[config.mk]
export PLATFORM = sky130hd
export DESIGN_NAME = bcd_to_bin_3dig
export DESIGN_NICKNAME = d
export VERILOG_FILES = /design/src/rtl/bcd_pkg.sv /design/src/rtl/bcd_mac10.sv /design/src/rtl/bcd_to_bin_3dig.sv
export SDC_FILE = /design/constraint.sdc
export NUM_CORES = 1
export LEC_CHECK = 0
export ABC_AREA = 1
export CAP_MARGIN = 20
export CORE_UTILIZATION = 35
export DETAILED_ROUTE_END_ITERATION = 7
export HOLD_SLACK_MARGIN = 0.02
export PLACE_DENSITY_LB_ADDON = 0.25
export RECOVER_POWER = 25
export SYNTH_ARGS = -nofsm -noshare
export SYNTH_HDL_FRONTEND = slang
export SYNTH_HIERARCHICAL = 1
export SYNTH_SLANG_ARGS = --single-unit
[constraint.sdc]
create_clock -name clk -period 3 [get_ports clk]
set_input_delay 0.45 -clock clk [delete_from_list [all_inputs] [get_ports clk]]
set_output_delay 0.45 -clock clk [all_outputs]
set_load 0.03 [all_outputs]
[src/rtl/bcd_pkg.sv]
// Shared definitions for the 3-digit BCD to binary converter.
package bcd_pkg;

   localparam int unsigned BCD_DIGIT_W = 4;
   localparam int unsigned NDIG_DEF    = 3;
   localparam int unsigned BW_DEF      = 10;

   typedef enum logic [1:0] {
      StIdle,
      StConv,
      StDone
   } state_e;

endpackage

[src/rtl/bcd_mac10.sv]
// Combinational multiply-by-ten-and-add step for one BCD digit.
module bcd_mac10
   import bcd_pkg::*;
#(
   parameter int unsigned BW = BW_DEF
) (
   input  logic [BW-1:0]          acc_i,
   input  logic [BCD_DIGIT_W-1:0] digit_i,
   output logic [BW-1:0]          acc_o,
   output logic                   digit_bad_o
);

   localparam int unsigned WW = BW + 4;

   logic [WW-1:0] acc_w;
   logic [WW-1:0] prod_w;
   logic [WW-1:0] sum_w;

   // acc*10 as (acc<<3)+(acc<<1) in a widened datapath, truncated on output
   always_comb begin
      acc_w  = WW'(acc_i);
      prod_w = (acc_w << 3) + (acc_w << 1);
      sum_w  = prod_w + WW'(digit_i);
   end

   assign acc_o       = BW'(sum_w);
   assign digit_bad_o = (digit_i > BCD_DIGIT_W'(9));

endmodule

[src/rtl/bcd_to_bin_3dig.sv]
// Multi-cycle BCD to binary converter: one digit per cycle, valid/ready on both sides.
module bcd_to_bin_3dig
   import bcd_pkg::*;
#(
   parameter int unsigned NDIG = NDIG_DEF,
   parameter int unsigned BW   = BW_DEF
) (
   input  logic                          clk,
   input  logic                          rst,
   input  logic                          in_valid,
   output logic                          in_ready,
   input  logic [NDIG*BCD_DIGIT_W-1:0]   in_bcd,
   output logic                          out_valid,
   input  logic                          out_ready,
   output logic [BW-1:0]                 bin_out,
   output logic                          err
);

   localparam int unsigned SrW  = NDIG * BCD_DIGIT_W;
   localparam int unsigned CntW = (NDIG > 1) ? $clog2(NDIG) : 1;

   state_e              state_q, state_d;
   logic [SrW-1:0]      sr_q, sr_d;
   logic [BW-1:0]       acc_q, acc_d;
   logic [CntW-1:0]     cnt_q, cnt_d;
   logic                sticky_q, sticky_d;
   logic [BW-1:0]       bin_q, bin_d;
   logic                err_q, err_d;

   logic [BCD_DIGIT_W-1:0] digit;
   logic [BW-1:0]          mac_acc;
   logic                   digit_bad;

   assign digit = sr_q[SrW-1 -: BCD_DIGIT_W];

   bcd_mac10 #(
      .BW (BW)
   ) u_mac (
      .acc_i       (acc_q),
      .digit_i     (digit),
      .acc_o       (mac_acc),
      .digit_bad_o (digit_bad)
   );

   always_comb begin
      state_d  = state_q;
      sr_d     = sr_q;
      acc_d    = acc_q;
      cnt_d    = cnt_q;
      sticky_d = sticky_q;
      bin_d    = bin_q;
      err_d    = err_q;
      unique case (state_q)
         StIdle: begin
            if (in_valid) begin
               sr_d     = in_bcd;
               acc_d    = '0;
               cnt_d    = '0;
               sticky_d = 1'b0;
               state_d  = StConv;
            end
         end
         StConv: begin
            acc_d    = mac_acc;
            sr_d     = sr_q << BCD_DIGIT_W;
            sticky_d = sticky_q | digit_bad;
            cnt_d    = cnt_q + CntW'(1);
            if (cnt_q == CntW'(NDIG - 1)) begin
               // Result registers only change here, so they hold outside DONE
               bin_d   = sticky_d ? '0 : mac_acc;
               err_d   = sticky_d;
               state_d = StDone;
            end
         end
         StDone: begin
            if (out_ready) begin
               state_d = StIdle;
            end
         end
         default: state_d = StIdle;
      endcase
   end

   always_ff @(posedge clk) begin
      if (rst) begin
         state_q  <= StIdle;
         sr_q     <= '0;
         acc_q    <= '0;
         cnt_q    <= '0;
         sticky_q <= 1'b0;
         bin_q    <= '0;
         err_q    <= 1'b0;
      end else begin
         state_q  <= state_d;
         sr_q     <= sr_d;
         acc_q    <= acc_d;
         cnt_q    <= cnt_d;
         sticky_q <= sticky_d;
         bin_q    <= bin_d;
         err_q    <= err_d;
      end
   end

   assign in_ready  = (state_q == StIdle);
   assign out_valid = (state_q == StDone);
   assign bin_out   = bin_q;
   assign err       = err_q;

endmodule
Word-level counts from Yosys, hierarchy flattened
Cells that the tools add are included.
{"block": "totals", "ff_bits": 37, "in_bits": 16, "output_inout_bits": 13}
{"block": "classes", "addsub": 3, "n_lt_le_gt_ge": 1, "n_eq_ne": 6, "muxes": 13, "bitwise_logic": 1, "reduce_logical": 5}
{"op": "$pmux 12 s2", "n": 1}
{"op": "$pmux 9 s2", "n": 1}
{"op": "$mux 12", "n": 1}
{"op": "$add 10x10->10", "n": 1}
{"op": "$add 10x4->10", "n": 1}
{"op": "$mux 10", "n": 1}
{"op": "$mux 9", "n": 1}
{"op": "$mux 2", "n": 4}
{"op": "$pmux 2 s3", "n": 1}
{"op": "$eq 2x2->1 const B", "n": 2}
{"op": "$gt 4x4->1 const B", "n": 1}
{"op": "$ne 2x2->1 const B", "n": 2}
{"op": "$pmux 2 s2", "n": 1}
{"op": "$reduce_and 2->1", "n": 2}
{"op": "$reduce_and 3->1", "n": 1}
{"op": "$add 2x1->2 const B", "n": 1}
{"op": "$eq 2x1->1 const B", "n": 1}
{"op": "$logic_not 2->1", "n": 1}
{"op": "$ne 2x1->1 const B", "n": 1}
{"op": "$pmux 1 s2", "n": 1}
{"op": "$reduce_bool 2->1", "n": 1}
{"op": "$mux 1", "n": 1}
{"op": "$or 1x1->1", "n": 1}

Depth between registers and ports, before layout
{"block": "depth", "word_depth": 3, "ltp_mapped": 12, "ltp_nobuf": 12}

Modules after synthesis
Netlist, hierarchy kept.
{"mod": "bcd_to_bin_3dig", "instances": 1, "cells_each": 206, "area_each_um2": 1599.0, "seq_area_each_um2": 760.7}
{"mod": "bcd_mac10", "instances": 1, "cells_each": 78, "area_each_um2": 491.7, "seq_area_each_um2": 0.0}

Least setup slack after synthesis
Ideal clock, no wire load.
{"block": "synth_path", "path_type": "reg-to-reg", "from": "reg acc_q[0]", "to": "reg bin_q[8], in the netlist bin_out[8]", "setup_ns": 0.070, "t_arrival_ns": 1.934, "path_slack_ns": 0.997, "stages_incl_launch_ff": 12, "path_buffers": 0, "period_less_slack_ns": 2.003, "cell_sequence": "dfxtp_1 > inv_1 > fa_1 > inv_1 > fa_1 > nand2_1 > nand2_1 > nand3b_1 > nand3_1 > nand2_1 > nand4_1 > a21oi_1"}
{"block": "synth_between", "elab_chain_len": 3}
{"item": "start, declared", "line": "bcd_to_bin_3dig.sv:24", "text": "logic [BW-1:0] acc_q, acc_d;"}
{"item": "start signal, assigned", "line": "bcd_to_bin_3dig.sv:88", "text": "acc_q <= '0;"}
{"item": "start signal, assigned", "line": "bcd_to_bin_3dig.sv:96", "text": "acc_q <= acc_d;"}
{"item": "$add 10x10->10", "line": "bcd_mac10.sv:22", "text": "prod_w = (acc_w << 3) + (acc_w << 1);"}
{"item": "$add 10x4->10", "line": "bcd_mac10.sv:23", "text": "sum_w = prod_w + WW'(digit_i);"}
{"item": "named net mac_acc[8]", "line": "bcd_to_bin_3dig.sv:31", "text": "logic [BW-1:0] mac_acc;"}
{"item": "$mux 10", "line": "bcd_to_bin_3dig.sv:70", "text": "bin_d = sticky_d ? '0 : mac_acc;"}
{"item": "end signal, assigned", "line": "bcd_to_bin_3dig.sv:99", "text": "bin_q <= bin_d;"}
{"item": "end, declared", "line": "bcd_to_bin_3dig.sv:27", "text": "logic [BW-1:0] bin_q, bin_d;"}
The timed path passes the listed nets, and every way through them passes these cells.
A chain may end at the register's enable or synchronous reset.

Final worst setup path
{"block": "layout_path", "from": "reg state_q[0]", "to": "out in_ready"}
{"block": "layout_between", "elab_chain_len": 1}
{"item": "start, declared", "line": "bcd_to_bin_3dig.sv:22", "text": "state_e state_q, state_d;"}
{"item": "start signal, assigned", "line": "bcd_to_bin_3dig.sv:86", "text": "state_q <= StIdle;"}
{"item": "start signal, assigned", "line": "bcd_to_bin_3dig.sv:94", "text": "state_q <= state_d;"}
{"item": "$logic_not 2->1", "line": "bcd_to_bin_3dig.sv:104", "text": "assign in_ready = (state_q == StIdle);"}
{"item": "end, declared", "line": "bcd_to_bin_3dig.sv:11", "text": "output logic in_ready,"}
No other way between the ends.

==> flow_summary.toml <==
[run_status]
status = "complete, no violations"

[worst_setup_path]
path_max_fanout = 8
critPathSlowestCell = "clkdlybuf4s50_1"
rr_worst_depth = 11
start_kind = "flip-flop"
r2r-start = "acc_q[0]"
worst_path_largest_cell_delay_ns = 0.74
r2r-end = "bin_out[8]"
crit_chain = "nor2_2, clkdlybuf4s50_1"
rrSetupSlack_ns = 0.84
worstPathRequired_ns = 2.55
arrival_ns = 1.72
critical_path_class = "reg2out"
end_kind = "primary output"

[timing]
tns_ns = 0
hold_violations = 0
tightest_slew_ns = 0.798
min_period_ns = 2.17
setup_viol = 0
drv_slew = 0
max_freq_ghz = 0.461
finalCritPeriodShare_pct = 72.4
maxSlewHeadroom_pct = 46.7
timing.final.ws_setup_ns = 0.829
grt_setup_unrepaired = "no"
finClkSkew_ns = 0.00548

[clock_network]
clockBufferDepth = 2
cts-htree-levels = 2
cts_setup_buffers = 0
cts_root_buf = "clkbuf_8"
cts-buffers-inserted = 5
cts_tree = "built"
cts_hold_buf = 0
cts_sinks = 37
clk_latency_ns = 0.29
clk_pin_slew_worst_paths_ns = 0.07
ctsResizeCount = 0

[floorplan]
core_area_um2 = 5570
die_w_um = 78.7
num_rows = 27
start_util_pct = 36.9
fp.dieH_um = 78.7
die_area_um2 = 6190
io_pins = 29

[detailed_routing]
routed_wirelength_mm = 4.47
ant_nets = 0
vias_per_cell = 4.89
routedWlPerCell_um = 11.9
drt_first_iter_violations = 83
dr.pass1.iters = 4
drc_errors = 0
via_count = 1829

[finish]
nets = 334
n_fill_cell = 616
layout-drive-gt1-share_pct = 5.96
syn2layout_area_growth_pct = 18.7
antenna_cells = 0

[hold_path]
hp-start = "err"
worstHoldEndpoint = "err"
hp-class = "reg2reg"
holdPathStages = 2

[power_and_ir_drop]
finalPower_mw = 1.11
ir_worst_vdd_v = 0.000215
p_leak_nw = 1.09
pwr_density_cell_nw_per_um2 = 454
power_frac_seq_pct = 47.0
p_clk_share_pct = 40.6
p_int_mw = 0.833
pwr-share-comb_pct = 12.5
power.switching_mw = 0.275
switching_share_pct = 24.8

[logic_synthesis]
postSynthNetCount = 313
syn_area_um2 = 2060
syn_avg_cell_area_um2 = 7.35
syn_inst = 280
yosys_warnings = 6

[placed_design]
io_buffers = 28
place_congestion = 0.787
dp_hpwl_mm = 3.21
detailedPlace.worstSlack_ns = 0.850

[global_routing]
grtUsageTotal_pct = 16.4
overflow = 0
grt_pass1_wl_mm = 7.96
antenna_found_initial = 0
grt_max_degree = 31
first_global_vias = 1788

[run]
maxCapViolations = 0
worst max path at each step:
stage,from,end,slack [ns]
after floorplan,acc_q[0],bin_out[8],1.0
after global placement,acc_q[0],bin_out[8],0.91
after detailed placement,acc_q[0],bin_out[8],0.85
after CTS,acc_q[0],bin_out[8],0.82
after global routing,acc_q[0],bin_out[8],0.66
final,state_q[0],in_ready,0.83
stage by stage:
stage | utilization (%) | cells | cell area, µm² | hold slack [ns]
final | 43.8 | 374 | 2440 | 0.443
after global routing | 43.8 | 374 | 2440 | 0.481
after CTS | 43.9 | 374 | 2450 | 0.452
after detailed placement | 41.8 | 366 | 2330 | 0.442
after global placement | 41.8 | 366 | 2330 | 0.432
after floorplan | - | 280 | 2060 | 0.423
layer usage:
metal / global-route usage, % / up-vias / wire length, µm
li1: - / 952 / -
met1: 20.1 / 839 / 2050
met2: 28.6 / 33 / 2230
met3: 3.49 / 5 / 144
met4: 4.44 / 0 / 35
met5: 0 / - / 0
critical path: cells and delay by family, from the launching register on:
| kind | cells | cell delay [ns] |
|---|---|---|
| AND/OR/NAND/NOR | 1 | 0.30 |
| flip-flops | 1 | 0.40 |
| buffers and inverters | 1 | 0.74 |
cell usage in the layout (no fill, tap or decap):
cell,count
or2_1,1
ha_1,15
dfxtp_1,37
o21a_1,1
o21ai_0,2
xnor2_1,1
a21oi_2,1
nand3_2,1
nor3b_2,1
nand2_4,1
nand3_1,42
clkbuf_1,1
dlygate4sd3_1,1
fa_1,2
clkinv_1,1
nand3b_1,1
nand2_1,71
inv_2,2
bufinv_16,1
xor2_1,2
nor2_1,10
nor2_2,1
a21oi_1,30
nand4_1,10
nor2_4,1
buf_4,2
clkdlybuf4s50_1,27
clkbuf_8,6
or2_2,1
inv_1,29
state kept, by name, summed over array words and instances, names as in the netlist:
name      count
err           1
cnt_q         2
acc_q         9
sr_q         12
bin_out      10
sticky_q      1
state_q       2
final cells by class:
type | count | area [µm²] | area share (%)
multi-input combinational | 195 | 1080 | 44.2
clock buffer | 7 | 86.3 | 3.54
tap | 72 | 90.1 | 3.69
inverter | 32 | 120 | 4.92
timing repair buffer | 30 | 295 | 12.1
clock inverter | 1 | 30.0 | 1.23
sequential | 37 | 741 | 30.3
power by group through the flow:
stage / Clock (mW) / Combinational [mW] / Sequential (mW)
after floorplan: 0 / 0.107 / 0.527
after global placement: 0 / 0.140 / 0.531
after detailed placement: 0 / 0.141 / 0.532
after CTS: 0.458 / 0.142 / 0.520
after global routing: 0.481 / 0.158 / 0.522
final: 0.450 / 0.138 / 0.520
Power figures use the tool's default switching activity.
